$ cat src/rtl/counter_pkg.sv
// Shared types and default width for the timer controller and its counter core.
package counter_pkg;

  localparam int N_BITS = 8;

  typedef enum logic [1:0] {
    START = 2'd0,
    STOP  = 2'd1,
    LOAD  = 2'd2,
    CLEAR = 2'd3
  } cmd_op_t;

  typedef enum logic [1:0] {
    IDLE = 2'd0,
    RUN  = 2'd1,
    HOLD = 2'd2
  } state_t;

endpackage

$ cat src/rtl/timer_ctrl_if.sv
// Command channel of the timer controller: valid/ready handshake plus opcode, payload and mode.
interface timer_ctrl_if #(
  parameter int N_BITS = counter_pkg::N_BITS
);
  import counter_pkg::*;

  logic              cmd_valid;
  logic              cmd_ready;
  cmd_op_t           cmd_op;
  logic [N_BITS-1:0] cmd_data;
  logic              periodic;

  modport master (
    output cmd_valid, cmd_op, cmd_data, periodic,
    input  cmd_ready
  );

  modport slave (
    input  cmd_valid, cmd_op, cmd_data, periodic,
    output cmd_ready
  );

endinterface

$ cat src/rtl/timer_core.sv
// Count register with its active/shadow terminal pair: increment, terminal compare and reload.
module timer_core
  import counter_pkg::*;
#(
  parameter int N_BITS = counter_pkg::N_BITS
) (
  input  logic              clk,
  input  logic              syn_rst,
  input  logic              cnt_clr,
  input  logic              cnt_inc,
  input  logic              act_reload,
  input  logic              load_en,
  input  logic              load_now,
  input  logic [N_BITS-1:0] load_data,
  output logic [N_BITS-1:0] count,
  output logic              at_term
);

  logic [N_BITS-1:0] term_active;
  logic [N_BITS-1:0] term_shadow;

  assign at_term = (count == term_active);

  always_ff @(posedge clk) begin
    if (syn_rst) begin
      count       <= '0;
      term_active <= '1;
      term_shadow <= '1;
    end else begin
      if (cnt_clr) begin
        count <= '0;
      end else if (cnt_inc) begin
        count <= count + 1'b1;
      end

      if (load_en) begin
        term_shadow <= load_data;
      end

      // A LOAD outside RUN takes effect at once; inside RUN it waits for the next wrap.
      if (load_en && load_now) begin
        term_active <= load_data;
      end else if (act_reload) begin
        term_active <= term_shadow;
      end
    end
  end

endmodule

$ cat src/rtl/timer_ctrl.sv
// Timer controller: command FSM, handshake and optional prescaler (TIMER_CTRL_PRESCALER_EN).
module timer_ctrl
  import counter_pkg::*;
#(
  parameter int N_BITS = counter_pkg::N_BITS
`ifdef TIMER_CTRL_PRESCALER_EN
  , parameter int PRESC_DIV = 4
`endif
) (
  input  logic              clk,
  input  logic              syn_rst,
  timer_ctrl_if.slave       cmd,
  output logic [N_BITS-1:0] count,
  output logic              busy,
  output logic              ripple,
  output logic              done
);

  state_t state;
  logic   per_q;
  logic   at_term;
  logic   tick;
  logic   cmd_acc;
  logic   cmd_start;
  logic   cmd_stop;
  logic   cmd_load;
  logic   cmd_clear;
  logic   start_idle;
  logic   term_hit;
  logic   wrap;

  // Commands are refused during reset and while a terminal event is pending.
  assign cmd.cmd_ready = !syn_rst && !((state == RUN) && at_term);

  assign cmd_acc    = cmd.cmd_valid && cmd.cmd_ready;
  assign cmd_start  = cmd_acc && (cmd.cmd_op == START);
  assign cmd_stop   = cmd_acc && (cmd.cmd_op == STOP);
  assign cmd_load   = cmd_acc && (cmd.cmd_op == LOAD);
  assign cmd_clear  = cmd_acc && (cmd.cmd_op == CLEAR);
  assign start_idle = cmd_start && (state == IDLE);
  assign term_hit   = tick && at_term;
  assign wrap       = term_hit && per_q;

`ifdef TIMER_CTRL_PRESCALER_EN
  // PRESC_DIV must be at least 2 so the divider register has a non-zero width.
  localparam int PW = $clog2(PRESC_DIV);

  logic [PW-1:0] presc;
  logic          presc_wrap;

  assign presc_wrap = (presc == PW'(PRESC_DIV - 1));
  assign tick       = (state == RUN) && presc_wrap;

  always_ff @(posedge clk) begin
    if (syn_rst || cmd_clear || start_idle) begin
      presc <= '0;
    end else if ((state == RUN) && !cmd_stop) begin
      presc <= presc_wrap ? '0 : presc + 1'b1;
    end
  end
`else
  assign tick = (state == RUN);
`endif

  timer_core #(
    .N_BITS (N_BITS)
  ) u_core (
    .clk        (clk),
    .syn_rst    (syn_rst),
    .cnt_clr    (cmd_clear || start_idle || wrap),
    .cnt_inc    (tick && !at_term && !cmd_stop && !cmd_clear),
    .act_reload (start_idle || wrap),
    .load_en    (cmd_load),
    .load_now   (state != RUN),
    .load_data  (cmd.cmd_data),
    .count      (count),
    .at_term    (at_term)
  );

  always_ff @(posedge clk) begin
    if (syn_rst) begin
      state  <= IDLE;
      per_q  <= 1'b0;
      busy   <= 1'b0;
      ripple <= 1'b0;
      done   <= 1'b0;
    end else begin
      ripple <= 1'b0;
      done   <= 1'b0;
      if (cmd_clear) begin
        state <= IDLE;
        busy  <= 1'b0;
      end else begin
        case (state)
          IDLE: begin
            if (cmd_start) begin
              state <= RUN;
              per_q <= cmd.periodic;
              busy  <= 1'b1;
            end
          end
          HOLD: begin
            if (cmd_start) begin
              state <= RUN;
              busy  <= 1'b1;
            end
          end
          RUN: begin
            if (cmd_stop) begin
              state <= HOLD;
              busy  <= 1'b0;
            end else if (term_hit) begin
              if (per_q) begin
                ripple <= 1'b1;
              end else begin
                state <= IDLE;
                busy  <= 1'b0;
                done  <= 1'b1;
              end
            end
          end
          default: begin
            state <= IDLE;
            busy  <= 1'b0;
          end
        endcase
      end
    end
  end

endmodule

$ cat src/flat_wrapper.sv
// flat-port wrapper written by rule: the top's interface ports become plain ports
module timer_ctrl_flat import counter_pkg::*;
#(
  parameter int N_BITS = counter_pkg::N_BITS

)
  (clk, syn_rst, count, busy, ripple, done, cmd_cmd_valid, cmd_cmd_op, cmd_cmd_data, cmd_periodic, cmd_cmd_ready);
  timer_ctrl_if #(.N_BITS(N_BITS)) cmd_i ();
  input  logic clk;
  input  logic syn_rst;
  output logic [N_BITS-1:0] count;
  output logic busy;
  output logic ripple;
  output logic done;
  input wire logic [$bits(cmd_i.cmd_valid)-1:0] cmd_cmd_valid;
  input wire logic [$bits(cmd_i.cmd_op)-1:0] cmd_cmd_op;
  input wire logic [$bits(cmd_i.cmd_data)-1:0] cmd_cmd_data;
  input wire logic [$bits(cmd_i.periodic)-1:0] cmd_periodic;
  output wire logic [$bits(cmd_i.cmd_ready)-1:0] cmd_cmd_ready;
  assign cmd_i.cmd_valid = cmd_cmd_valid;
  assign cmd_i.cmd_op = cmd_cmd_op;
  assign cmd_i.cmd_data = cmd_cmd_data;
  assign cmd_i.periodic = cmd_periodic;
  assign cmd_cmd_ready = cmd_i.cmd_ready;
  timer_ctrl #(.N_BITS(N_BITS)) u_core (.clk(clk), .syn_rst(syn_rst), .cmd(cmd_i), .count(count), .busy(busy), .ripple(ripple), .done(done));
endmodule
$ cat config.mk
export PLATFORM = sky130hd
export DESIGN_NAME = timer_ctrl_flat
export DESIGN_NICKNAME = d
export VERILOG_FILES = /design/src/rtl/counter_pkg.sv /design/src/rtl/timer_ctrl_if.sv /design/src/rtl/timer_core.sv /design/src/rtl/timer_ctrl.sv /design/src/flat_wrapper.sv
export SDC_FILE = /design/constraint.sdc
export NUM_CORES = 1
export LEC_CHECK = 0
export CORE_UTILIZATION = 43
export CTS_CLUSTER_DIAMETER = 200
export CTS_CLUSTER_SIZE = 14
export DETAILED_ROUTE_END_ITERATION = 10
export DONT_BUFFER_PORTS = 1
export GPL_TIMING_DRIVEN = 0
export SYNTH_ARGS = -nofsm -noshare
export SYNTH_HDL_FRONTEND = slang
export SYNTH_HIERARCHICAL = 1
export SYNTH_SLANG_ARGS = --single-unit
$ cat constraint.sdc
create_clock -name clk -period 5.4 [get_ports clk]
set_input_delay 1.35 -clock clk [delete_from_list [all_inputs] [get_ports clk]]
set_output_delay 1.35 -clock clk [all_outputs]
set_load 0.02 [all_outputs]
# After elaboration in Yosys (flattened, before gate mapping)
# Index checks and enable logic that the tools add are counted.
# totals
regBits	30
latchBits	0
ram_bits	0
rom_bits	0
input_bits	14
out_inout_bits	12
elab_cells	66
mem_count	0
# classes
add_sub_neg	1
mul	0
div_mod_pow	0
n_lt_le_gt_ge	0
n_eq_ne	10
shift	0
mux	14
bitwise	3
reduce_logical	30
# ops
operator	n
2-to-1 mux 8 bit	2
logical AND 1 bit	13
adder 8 x 1 -> 8 bit, second input constant	1
== test 8 bit	1
2-to-1 mux 2 bit	4
== test 2 bit, second input constant	3
2-to-1 mux 1 bit	6
!= test 3 bit, second input constant	2
AND reduction 3 bit	2
OR reduction 2 bit	3
logical NOT 1 bit	5
OR reduction 5 bit	1
== test 2 x 1 -> 1 bit, second input constant	2
logical NOT 2 bit	2
!= test 2 x 1 -> 1 bit, second input constant	2
case mux 2 bit (2 select lines)	1
logical OR 1 bit	3
NOT 1 bit	3
case mux 1 bit (2 select lines)	1
nonzero test 2 bit	1

# Depth between registers and ports, before layout
# depth
ltp_word	10
depth_mapped	11
mapped_depth_nobuf	9

# Cells and area by module
# The synthesis kept the hierarchy.
# by_module_without_submodules
mod	n_inst	cells_each	area_each_um2	seq_area_each_um2
timer_core	1	121	1112.3	480.5
timer_ctrl	1	44	402.9	120.1

# Worst setup path before layout
# OpenSTA, ideal clock, no wires.
# synth_path
path_kind	input to output
start	in syn_rst
end	out cmd_cmd_ready
arrival_time_ps	1813
required_time_ps	4050
setup_slack_ps	2237
cell_stages	2
n_path_buf	1
cell_sequence	buf_2 -> nor2_1
# synth_between
elab_chain_cells	2
# synth_lines
item	line	text
start: declaration	flat_wrapper.sv:10	input logic syn_rst;
logical NOT 1 bit	timer_ctrl.sv:33	assign cmd.cmd_ready = !syn_rst && !((state == RUN) && at_term);
logical AND 1 bit	timer_ctrl.sv:33	
end: declaration	flat_wrapper.sv:19	output wire logic [$bits(cmd_i.cmd_ready)-1:0] cmd_cmd_ready;
# No other way between the ends.

# Final worst setup path
# layout_path
start	reg u_core.u_core.count[3]
end	out cmd_cmd_ready
# layout_between
elab_chain_cells	4
# layout_lines
item	line	text
start: declaration	timer_core.sv:15	output logic [N_BITS-1:0] count,
start signal: assignment	timer_core.sv:33	count <= count + 1'b1;
== test 8 bit	timer_core.sv:22	assign at_term = (count == term_active);
net u_core.at_term	timer_ctrl.sv:21	logic at_term;
logical AND 1 bit	timer_ctrl.sv:33	
logical NOT 1 bit	timer_ctrl.sv:33	
logical AND 1 bit	timer_ctrl.sv:33	
# The timed path passes the listed nets, and every way through them passes these cells.

==> results.sh <==
export IMPL_outcome="complete, no violations"
export IMPL_cts_hold_buf=0
export IMPL_routed_wl_um=3180
export IMPL_vdd_ir_drop_max_v=0.000151
export IMPL_netlist_area_um2=1520
export IMPL_max_stage_delay_ns=0.45
export IMPL_path_clk_slew_ns=0.09
export IMPL_crit_slowest_cell="dfxtp_1"
export IMPL_synth_cells=165
export IMPL_gp_congestion=0.816
export IMPL_grt_pass1_vias=1148
export IMPL_drt_pass1_iterations=4
export IMPL_route_detailed_wl_per_inst_um=14.6
export IMPL_layout_drive_gt1_share_pct=11.0
export IMPL_synthTopCellsByCount="dfxtp_1, nor2b_1, nor2_1"
export IMPL_ff2ff_setup_slack_ns=2.57
export IMPL_yosysWarnings=6
export IMPL_reg2reg_to="u_core/u_core/term_active[3]"
export IMPL_synth_edf_count=0
export IMPL_die_h_um=61.4
export IMPL_grtUsageMet3_pct=6.30
export IMPL_slew_headroom_pct=48.2
export IMPL_setup_viol=0
export IMPL_crit_chain="clkbuf_1 > xnor2_1 > nand4_1 > nor2_1 > and3b_2 > nor2_1"
export IMPL_grt_max_degree=11
export IMPL_hold_viol=0
export IMPL_skew_ns=0.00700
export IMPL_drtIter0Drc=59
export IMPL_cp_top_family="simple AND/OR/NAND/NOR gates"
export IMPL_clk_path_buf_depth=2
export IMPL_dieArea_um2=3770
export IMPL_cp_arrival_ns=2.00
export IMPL_cts_max_level=2
export IMPL_critPathBufInv=1
export IMPL_finish_net_count=187
export IMPL_ctsResizeCount=0
export IMPL_hp_class="reg -> reg"
export IMPL_period_share_pct=62.0
export IMPL_grt_pass1_wl_um=5180
export IMPL_met1_usage_pct=24.0
export IMPL_hold_depth=1
export IMPL_met2_usage_pct=30.0
export IMPL_synth_seq_cells=30
export IMPL_yosys_top_cells_area="dfxtp_1, nor2b_1, xnor2_1"
export IMPL_rr_worst_depth=11
export IMPL_drtAntennaViolNets=0
export IMPL_powerDensity_nw_per_um2=241
export IMPL_cp_end_kind="output port"
export IMPL_drv_slew=0
export IMPL_rows=21
export IMPL_die_w_um=61.4
export IMPL_postCtsSetupBuffers=0
export IMPL_hold_end="u_core/done"
export IMPL_io_pins=26
export IMPL_grt_ovfl_total=0
export IMPL_final_util_pct=48.1
export IMPL_min_period_ns=3.35
export IMPL_cts_root_buffer="clkbuf_4"
export IMPL_synth_ff_type="dfxtp_1"
export IMPL_antenna_found_initial=0
export IMPL_busiest_layer="met2"
export IMPL_cts_buffers_inserted=5
export IMPL_initial_core_util_pct=45.1
export IMPL_maxCapViolCount=0
export IMPL_antennaDiodeCount=0
export IMPL_path_common_cell="nor2_1"
export IMPL_clock_sinks=30
export IMPL_worstMarginPinSlew_ns=0.775
export IMPL_dp_hpwl_um=2280
export IMPL_async_flop_share_pct=0
export IMPL_synth_cell_type_count=37
export IMPL_yosysTopAreaCell="dfxtp_1"
export IMPL_drc=0
export IMPL_vias_per_cell=5.55
export IMPL_yosysTopAreaCellShare_pct=39.6
export IMPL_synth_most_common_cell="dfxtp_1"
export IMPL_yosysSeqAreaShare_pct=39.6
export IMPL_rsz0062_at_grt="no"
export IMPL_start_kind="register"
export IMPL_clock_latency_ns=0.33
export IMPL_worstPathMaxFanout=6
export IMPL_crit_required_ns=4.05
export IMPL_vias=1209
export IMPL_p_leak_uw=0.000629
export IMPL_max_freq_ghz=0.299
export IMPL_io_buffers=0
export IMPL_track_usage_pct=19.1
export IMPL_coreArea_um2=3360
export IMPL_cts_tree="yes"
export IMPL_syn_nets=180
export IMPL_setup_tns_final_ns=0
export IMPL_avgSynthCellArea_um2=9.18
export IMPL_r2r_start="u_core/u_core/count[3]"
export IMPL_syn_to_final_growth_pct=6.77
export IMPL_min_from="u_core/per_q"
export IMPL_criticalPathCategory="reg -> out"
## power by group
group	switching [uW]	internal, uW
clock network	72.6	49.0
logic	19.7	16.8
registers	5.25	227
total	97.5	293
## through the flow
stage               power, uW  setup WS [ns]  cell area, um2  std cells  hold slack, ns
floorplan                 267           2.24            1520        165           0.449
global placement          273           2.05            1570        211           0.483
detailed placement        274           1.99            1570        211           0.495
CTS                       396           2.03            1620        218           0.511
global route              409           1.90            1620        218           0.536
finish                    390           2.05            1620        218           0.518
## state kept, by name, summed over array words and instances (netlist names)
signal,cells
u_core/done,1
u_core/u_core/term_shadow,8
u_core/ripple,1
u_core/u_core/count,8
u_core/per_q,1
u_core/state,2
u_core/busy,1
u_core/u_core/term_active,8
## placed cells by master (no fill, tap or decap), types with 2 or more instances in the layout
cell type and n:
a211o_1 9, a21oi_1 7, a221oi_1 8, buf_2 5, clkbuf_1 9, clkbuf_4 5, dfxtp_1 30, nand2_1 7
nand2b_1 2, nand3_1 3, nand4_1 4, nor2_1 16, nor2b_1 18, nor3b_1 2, o21ai_0 4, o21bai_1 8
or3_1 3, xnor2_1 10, xor2_1 3
## layout make-up
class	instances	area, um2
Inverter	1	3.75
Tap cell	46	57.6
Buffer	12	51.3
Fill cell	354	1750
Clock buffer	7	45.0
Multi-Input combinational cell	122	860
Sequential cell	30	601
## layer usage
metal | share of wire (%) | up-vias
li1 | - | 612
met1 | 47 | 564
met2 | 46 | 28
met3 | 4.9 | 5
met4 | 1.6 | 0
met5 | 0 | -
## worst max path at each step
| stage | start | end | slack [ns] | cells past startpoint |
|---|---|---|---|---|
| floorplan | syn_rst | cmd_cmd_ready | 2.24 | 2 |
| global placement | syn_rst | u_core/u_core/term_active[2] | 2.05 | 8 |
| detailed placement | syn_rst | u_core/u_core/term_active[5] | 1.99 | 8 |
| CTS | u_core/u_core/count[3] | cmd_cmd_ready | 2.03 | 6 |
| global route | u_core/u_core/count[3] | cmd_cmd_ready | 1.90 | 6 |
| finish | u_core/u_core/count[3] | cmd_cmd_ready | 2.05 | 6 |
## cell families (layout without fill, tap and decap cells)
logic type	count (synthesis)	count (layout)	synth area share (%)
compound gates	42	42	21.5
simple gates	65	65	26.3
fa+ha+maj	1	1	0.826
xor+xnor	13	13	7.51
mux	1	1	0.661
buf+inv	13	20	3.63
flops	30	30	39.6
Power figures use the tool's default switching activity.
